`config.mk`:
```
export PLATFORM = sky130hd
export DESIGN_NAME = regfile_wport_arb
export DESIGN_NICKNAME = d
export VERILOG_FILES = /design/src/rtl/cpu_pkg.sv /design/src/rtl/wport_hold_slot.sv /design/src/rtl/regfile_wport_arb.sv
export SDC_FILE = /design/constraint.sdc
export NUM_CORES = 1
export LEC_CHECK = 0
export BUFFER_PORTS_ARGS = -buffer_cell sky130_fd_sc_hd__buf_4
export CORE_UTILIZATION = 50
export CTS_BUF_LIST = sky130_fd_sc_hd__clkbuf_8
export DETAILED_ROUTE_END_ITERATION = 10
export PLACE_DENSITY = 0.85
export SKIP_CTS_REPAIR_TIMING = 1
export SYNTH_ARGS = -nofsm -noshare
export SYNTH_HDL_FRONTEND = slang
export SYNTH_SLANG_ARGS = --single-unit
```
`constraint.sdc`:
```
create_clock -name clk -period 3.7 [get_ports clk]
set_input_delay 1.11 -clock clk [delete_from_list [all_inputs] [get_ports clk]]
set_output_delay 1.11 -clock clk [all_outputs]
set_load 0.1 [all_outputs]
```
`src/rtl/cpu_pkg.sv`:
```
// Shared CPU types and constants for the
// register-file write path.
package cpu_pkg;

  localparam int REG_ADDR_W = 5;
  localparam int NUM_REGS   = 32;
  localparam int DEF_DATA_W = 32;

  typedef enum logic [1:0] {
    REQ_PIPE,
    REQ_MDU,
    REQ_LSU
  } req_e;

  function automatic logic [NUM_REGS-1:0] addr_dec(
    input logic [REG_ADDR_W-1:0] a
  );
    logic [NUM_REGS-1:0] r;
    r    = '0;
    r[a] = 1'b1;
    return r;
  endfunction

endpackage

```
`src/rtl/wport_hold_slot.sv`:
```
// One-entry holding register for a secondary write
// producer; optional wait counter (WPORT_ARB_STARVE_EN).
module wport_hold_slot
  import cpu_pkg::*;
#(
  parameter int DATA_W = DEF_DATA_W
`ifdef WPORT_ARB_STARVE_EN
  , parameter int CNT_W = 4
`endif
) (
  input  logic                  clk,
  input  logic                  rstn,
  input  logic                  in_valid,
  input  logic [REG_ADDR_W-1:0] in_addr,
  input  logic [DATA_W-1:0]     in_data,
  input  logic                  grant,
  output logic                  ready,
  output logic                  valid,
  output logic [REG_ADDR_W-1:0] addr,
  output logic [DATA_W-1:0]     data
`ifdef WPORT_ARB_STARVE_EN
  , output logic [CNT_W-1:0]    age
`endif
);

  logic accept;
  logic keep;

  assign ready  = rstn && (!valid || grant);
  assign accept = in_valid && ready;
  assign keep   = accept && (in_addr != '0);

  // Load on accept (dropping r0 writes), clear on grant.
  always_ff @(posedge clk or negedge rstn) begin
    if (!rstn) begin
      valid <= 1'b0;
      addr  <= '0;
      data  <= '0;
    end else if (accept) begin
      valid <= keep;
      if (keep) begin
        addr <= in_addr;
        data <= in_data;
      end
    end else if (grant) begin
      valid <= 1'b0;
    end
  end

`ifdef WPORT_ARB_STARVE_EN
  // Count cycles spent waiting; saturate at all-ones.
  always_ff @(posedge clk or negedge rstn) begin
    if (!rstn) begin
      age <= '0;
    end else if (accept || grant || !valid) begin
      age <= '0;
    end else if (age != '1) begin
      age <= age + 1'b1;
    end
  end
`endif

endmodule

```
`src/rtl/regfile_wport_arb.sv`:
```
// Write-port arbiter: pipeline, MDU and LSU share one
// register-file write port. Option: WPORT_ARB_STARVE_EN.
module regfile_wport_arb
  import cpu_pkg::*;
#(
  parameter int DATA_W       = DEF_DATA_W,
  parameter int STARVE_LIMIT = 8
) (
  input  logic                  clk,
  input  logic                  rstn,
  input  logic                  wb_en,
  input  logic [REG_ADDR_W-1:0] wb_addr,
  input  logic [DATA_W-1:0]     wb_data,
  input  logic                  mdu_valid,
  input  logic [REG_ADDR_W-1:0] mdu_addr,
  input  logic [DATA_W-1:0]     mdu_data,
  output logic                  mdu_ready,
  input  logic                  lsu_valid,
  input  logic [REG_ADDR_W-1:0] lsu_addr,
  input  logic [DATA_W-1:0]     lsu_data,
  output logic                  lsu_ready,
  output logic                  reg_write,
  output logic [REG_ADDR_W-1:0] waddr,
  output logic [DATA_W-1:0]     wdata,
  output logic [NUM_REGS-1:0]   pend_mask,
  output logic                  pipe_stall
);

  logic                  m_valid;
  logic [REG_ADDR_W-1:0] m_addr;
  logic [DATA_W-1:0]     m_data;
  logic                  m_gnt;
  logic                  l_valid;
  logic [REG_ADDR_W-1:0] l_addr;
  logic [DATA_W-1:0]     l_data;
  logic                  l_gnt;
  logic                  rr_mdu;
  logic                  pipe_win;
  logic                  both;
  logic                  pick_mdu;
  logic                  do_write;
  req_e                  sel;

`ifdef WPORT_ARB_STARVE_EN
  localparam int CNT_W = $clog2(STARVE_LIMIT + 1);
  localparam logic [CNT_W-1:0] LIM =
    CNT_W'(STARVE_LIMIT);

  logic [CNT_W-1:0] m_age;
  logic [CNT_W-1:0] l_age;
`endif

  wport_hold_slot #(
    .DATA_W(DATA_W)
`ifdef WPORT_ARB_STARVE_EN
    , .CNT_W(CNT_W)
`endif
  ) u_mdu (
    .clk     (clk),
    .rstn    (rstn),
    .in_valid(mdu_valid),
    .in_addr (mdu_addr),
    .in_data (mdu_data),
    .grant   (m_gnt),
    .ready   (mdu_ready),
    .valid   (m_valid),
    .addr    (m_addr),
    .data    (m_data)
`ifdef WPORT_ARB_STARVE_EN
    , .age   (m_age)
`endif
  );

  wport_hold_slot #(
    .DATA_W(DATA_W)
`ifdef WPORT_ARB_STARVE_EN
    , .CNT_W(CNT_W)
`endif
  ) u_lsu (
    .clk     (clk),
    .rstn    (rstn),
    .in_valid(lsu_valid),
    .in_addr (lsu_addr),
    .in_data (lsu_data),
    .grant   (l_gnt),
    .ready   (lsu_ready),
    .valid   (l_valid),
    .addr    (l_addr),
    .data    (l_data)
`ifdef WPORT_ARB_STARVE_EN
    , .age   (l_age)
`endif
  );

  assign pipe_win = wb_en && (wb_addr != '0);
  assign both     = m_valid && l_valid;

`ifdef WPORT_ARB_STARVE_EN
  // While stalling, the longest waiter goes first.
  assign pick_mdu = pipe_stall
    ? ((m_age > l_age) ||
       ((m_age == l_age) && rr_mdu))
    : rr_mdu;
`else
  assign pick_mdu = rr_mdu;

  logic unused_cfg;
  assign unused_cfg = (STARVE_LIMIT != 0);
`endif

  assign m_gnt = !pipe_win && m_valid &&
                 (!l_valid || pick_mdu);
  assign l_gnt = !pipe_win && l_valid &&
                 (!m_valid || !pick_mdu);
  assign do_write = pipe_win || m_gnt || l_gnt;

  // Encode the single winner of this cycle.
  always_comb begin
    sel = REQ_PIPE;
    unique case (1'b1)
      pipe_win: sel = REQ_PIPE;
      m_gnt:    sel = REQ_MDU;
      l_gnt:    sel = REQ_LSU;
      default:  sel = REQ_PIPE;
    endcase
  end

  // Registered write stage to the register file.
  always_ff @(posedge clk or negedge rstn) begin
    if (!rstn) begin
      reg_write <= 1'b0;
      waddr     <= '0;
      wdata     <= '0;
    end else begin
      reg_write <= do_write;
      if (do_write) begin
        unique case (sel)
          REQ_PIPE: begin
            waddr <= wb_addr;
            wdata <= wb_data;
          end
          REQ_MDU: begin
            waddr <= m_addr;
            wdata <= m_data;
          end
          REQ_LSU: begin
            waddr <= l_addr;
            wdata <= l_data;
          end
          default: ;
        endcase
      end
    end
  end

  // Round-robin moves only on a contended grant.
  always_ff @(posedge clk or negedge rstn) begin
    if (!rstn) begin
      rr_mdu <= 1'b1;
    end else if (both && m_gnt) begin
      rr_mdu <= 1'b0;
    end else if (both && l_gnt) begin
      rr_mdu <= 1'b1;
    end
  end

`ifdef WPORT_ARB_STARVE_EN
  // Request a pipeline bubble for a starving entry.
  always_ff @(posedge clk or negedge rstn) begin
    if (!rstn) begin
      pipe_stall <= 1'b0;
    end else begin
      pipe_stall <=
        (m_valid && !m_gnt && (m_age >= LIM)) ||
        (l_valid && !l_gnt && (l_age >= LIM));
    end
  end

  a_no_wb_in_stall : assert property (
    @(posedge clk) disable iff (!rstn)
    !(pipe_stall && wb_en));
`else
  assign pipe_stall = 1'b0;
`endif

  // Destinations buffered or about to be written.
  always_comb begin
    pend_mask = '0;
    if (m_valid) begin
      pend_mask = pend_mask | addr_dec(m_addr);
    end
    if (l_valid) begin
      pend_mask = pend_mask | addr_dec(l_addr);
    end
    if (reg_write) begin
      pend_mask = pend_mask | addr_dec(waddr);
    end
  end

endmodule

```
==> impl_metrics.tcl <==
set metrics [dict create \
    critPathMaxFanout 2 \
    hold_ws_ns 0.475 \
    route.detailed.drc 23 \
    dp_hpwl_um 12000 \
    post-route-period-util 0.972 \
    track_usage 0.288 \
    comb_power_share 0.496 \
    crit_path_start "wb_addr[1]" \
    startpoint_type "primary input" \
    vias 5308 \
    crit_top_cell "buf_4" \
    finalSetupViolCount 0 \
    timing.rr.end "u_lsu.addr[3]$_DFFE_PN0P_" \
    overflow 0 \
    worstPathArrival_ns 2.48 \
    synthesis.area_um2 5940 \
    n_antenna_cell 0 \
    antenna_found_initial 0 \
    cts.htree.levels 4 \
    synth_area_leader_cell "dfrtp_1" \
    worst-slew-pin-transition_ns 0.801 \
    final_core_util 0.681 \
    intPower_uw 3180 \
    yosys_most_used_dff "dfrtp_1" \
    area_delta_synth_final_pct 32.1 \
    synth_edf_count 0 \
    synthSimpleGateAreaFrac 0.144 \
    hold_class "primary input to asynchronous set/reset pin" \
    slew-limit-headroom 0.466 \
    path_clk_slew_ns 0.07 \
    p_switching_uw 3150 \
    cts_tree "built" \
    muxShareOfSynthArea 0.150 \
    io_buffers 187 \
    yosys.area.top_type_share 0.481 \
    core_area_um2 11500 \
    synth_compound_area_frac 0.166 \
    synth_nets 710 \
    cts_buffers 17 \
    grt_pass1_vias 5481 \
    synth_top_family_by_area "compound AO/OA/AOI/OAI gates" \
    insertion_delay_ns 0.44 \
    synth_xor_area_frac 0.00148 \
    finalWirelength_um 17100 \
    p_leak_uw 0.00368 \
    vias_per_cell 5.76 \
    rsz0062_at_grt "no" \
    setup.worst_path.end_class "output port" \
    slowest_delay_ns 0.40 \
    ff2ff_setup_slack_ns 1.35 \
    path_cells "buf_4, or3_4, o31ai_4, a21bo_1, and2_2, buf_4" \
    clock-sinks 115 \
    dr.pass1.iters 9 \
    cp_data_required_time_ns 2.59 \
    period_minus_slack_ns 3.59 \
    synth.distinct_cells 39 \
    max-clock-path-buffers 2 \
    initialDrtViolationCount 434 \
    finalNetCount 884 \
    syn_avg_cell_area_um2 10.0 \
    finalMaxSlewViolations 0 \
    num_rows 39 \
    ioPinCount 189 \
    start_util 0.516 \
    synthArstFlopShare 1.00 \
    die_area_um2 12300 \
    grt_pass1_wl_um 27700 \
    reg2regPathDepth 7 \
    die_y_um 111 \
    worstReg2RegStart "u_mdu.valid$_DFFE_PN0P_" \
    layout-drive-gt1-share 0.399 \
    netSwitchingFraction 0.498 \
    place.gp.congestion 0.920 \
    seq_power_share 0.314 \
    violations "design-rule violations" \
    wl_per_cell_um 18.5 \
    status "finished with violations" \
    drv_cap 0 \
    dieWidth_um 111 \
    ir_drop_mv 0.692 \
    hold_viol 0 \
    yosys-top-cells-area "dfrtp_1 (48%), mux2_2 (9.3%), a22oi_1 (8.5%)" \
    setup.worst_path.class "primary input to output port" \
    synthCells 592 \
    cts-root-buf "clkbuf_8" \
    crit_end "mdu_ready" \
    synthAdderAreaFrac 0.00421 \
    ys_ff_latch 115 \
    fin_skew_ns 0.0161 \
    grt_max_degree 67 \
    yosysSeqAreaShare 0.485 \
    ant_nets 0 \
    power.clock.fraction 0.190 \
    slowest_stage "or3_4" \
    power_density_nw_per_um2 807 \
    synth_warnings 0 \
    max_freq_mhz 278 \
    tns_ns 0 \
]
==> state kept, by name (all words and copies together), names as in the netlist <==
name	cells
u_lsu.data	32
reg_write	1
wdata	32
pick_mdu	1
u_lsu.addr	5
u_mdu.valid	1
u_mdu.data	32
u_mdu.addr	5
waddr	5
u_lsu.valid	1
==> through the flow <==
step	power (uW)	area, um^2	instances	setup slack [ns]
5_1_grt	6600	7840	922	0.0762
2_1_floorplan	4330	5940	592	0.121
4_1_cts	6340	7840	922	0.105
3_3_place_gp	5050	7430	890	0.146
6_report	6330	7840	922	0.105
3_5_place_dp	5120	7430	890	0.0141
==> power by group through the flow <==
| stage | logic, uW | registers, uW | clock network [uW] |
|---|---|---|---|
| 2_1_floorplan | 1420 | 2910 | 0 |
| 3_3_place_gp | 3080 | 1980 | 0 |
| 3_5_place_dp | 3130 | 1990 | 0 |
| 4_1_cts | 3130 | 1980 | 1220 |
| 5_1_grt | 3280 | 2050 | 1270 |
| 6_report | 3140 | 1990 | 1200 |
==> how the worst min path moves through the flow <==
| stage | from | slack, ns | depth (start not counted) | end |
|---|---|---|---|---|
| 5_1_grt | rstn | 0.45 | 1 | wdata[0]$_DFFE_PN0P_ |
| 2_1_floorplan | u_lsu.data[13]$_DFFE_PN0P_ | 0.46 | 1 | u_lsu.data[13]$_DFFE_PN0P_ |
| 6_report | rstn | 0.47 | 1 | wdata[0]$_DFFE_PN0P_ |
| 3_5_place_dp | wdata[23]$_DFFE_PN0P_ | 0.47 | 2 | wdata[23]$_DFFE_PN0P_ |
| 4_1_cts | rstn | 0.45 | 1 | wdata[0]$_DFFE_PN0P_ |
| 3_3_place_gp | wdata[3]$_DFFE_PN0P_ | 0.47 | 2 | wdata[3]$_DFFE_PN0P_ |
==> layout by cell type (no fill, tap or decap), drive strengths merged, types with 6 or more instances in the layout <==
master	netlist	layout
inv	6	9
dfrtp	114	114
a21oi	37	37
nor2	45	45
nand2	108	108
buf	16	204
and3b	8	8
mux2	73	73
clkbuf	33	18
and3	6	6
o21ai	41	41
nor3b	13	13
a22oi	67	67
==> cells in the mapped netlist, types with 2 or more instances <==
cell type	n
mux2_2	49
or4_1	2
mux2_4	19
a22oi_1	67
nand2_1	108
a21oi_1	37
dfrtp_1	114
inv_1	6
nor3b_1	13
mux2_1	5
and3_1	6
nor2_1	44
buf_4	9
buf_12	2
nor3_1	3
o21ai_0	40
clkbuf_1	32
and3b_1	8
a21o_1	2
nand3_1	3
ha_1	2
buf_1	3
a222oi_1	2
==> worst max-delay path: cells and delay by family <==
family,cells,cell delay [ns]
AOI/OAI and AO/OA,2,0.42
buffers and inverters,2,0.40
and+or+nand+nor,2,0.55
==> area by class of cell <==
class	count	area [um^2]
inverters	6	22.5
clock inverters	14	161
clock buffers	18	248
flip-flops and latches	115	2880
well taps	143	179
multi-input cells	422	2780
fillers	892	3670
repair buffers	204	1570
==> cell families (layout without fill, tap and decap cells) <==
kind of cell	count (synthesis)	in the layout
multiplexers	73	73
adder cells (fa/ha/maj)	2	2
buffers and inverters	55	242
flip-flops	115	115
AO/OA/AOI/OAI	154	154
other	1	1
AND/OR/NAND/NOR	191	191
XOR/XNOR	1	1
==> routing by layer <==
metal / share of wire / track usage / vias up / wire length (um)
met4: 0.023 / 0.124 / 0 / 387
met1: 0.41 / 0.356 / 2607 / 7010
met3: 0.071 / 0.0667 / 36 / 1210
met2: 0.50 / 0.483 / 226 / 8490
met5: 0 / 0 / - / 0
li1: - / - / 2439 / -
No activity file was read; power rests on OpenSTA's default activity.
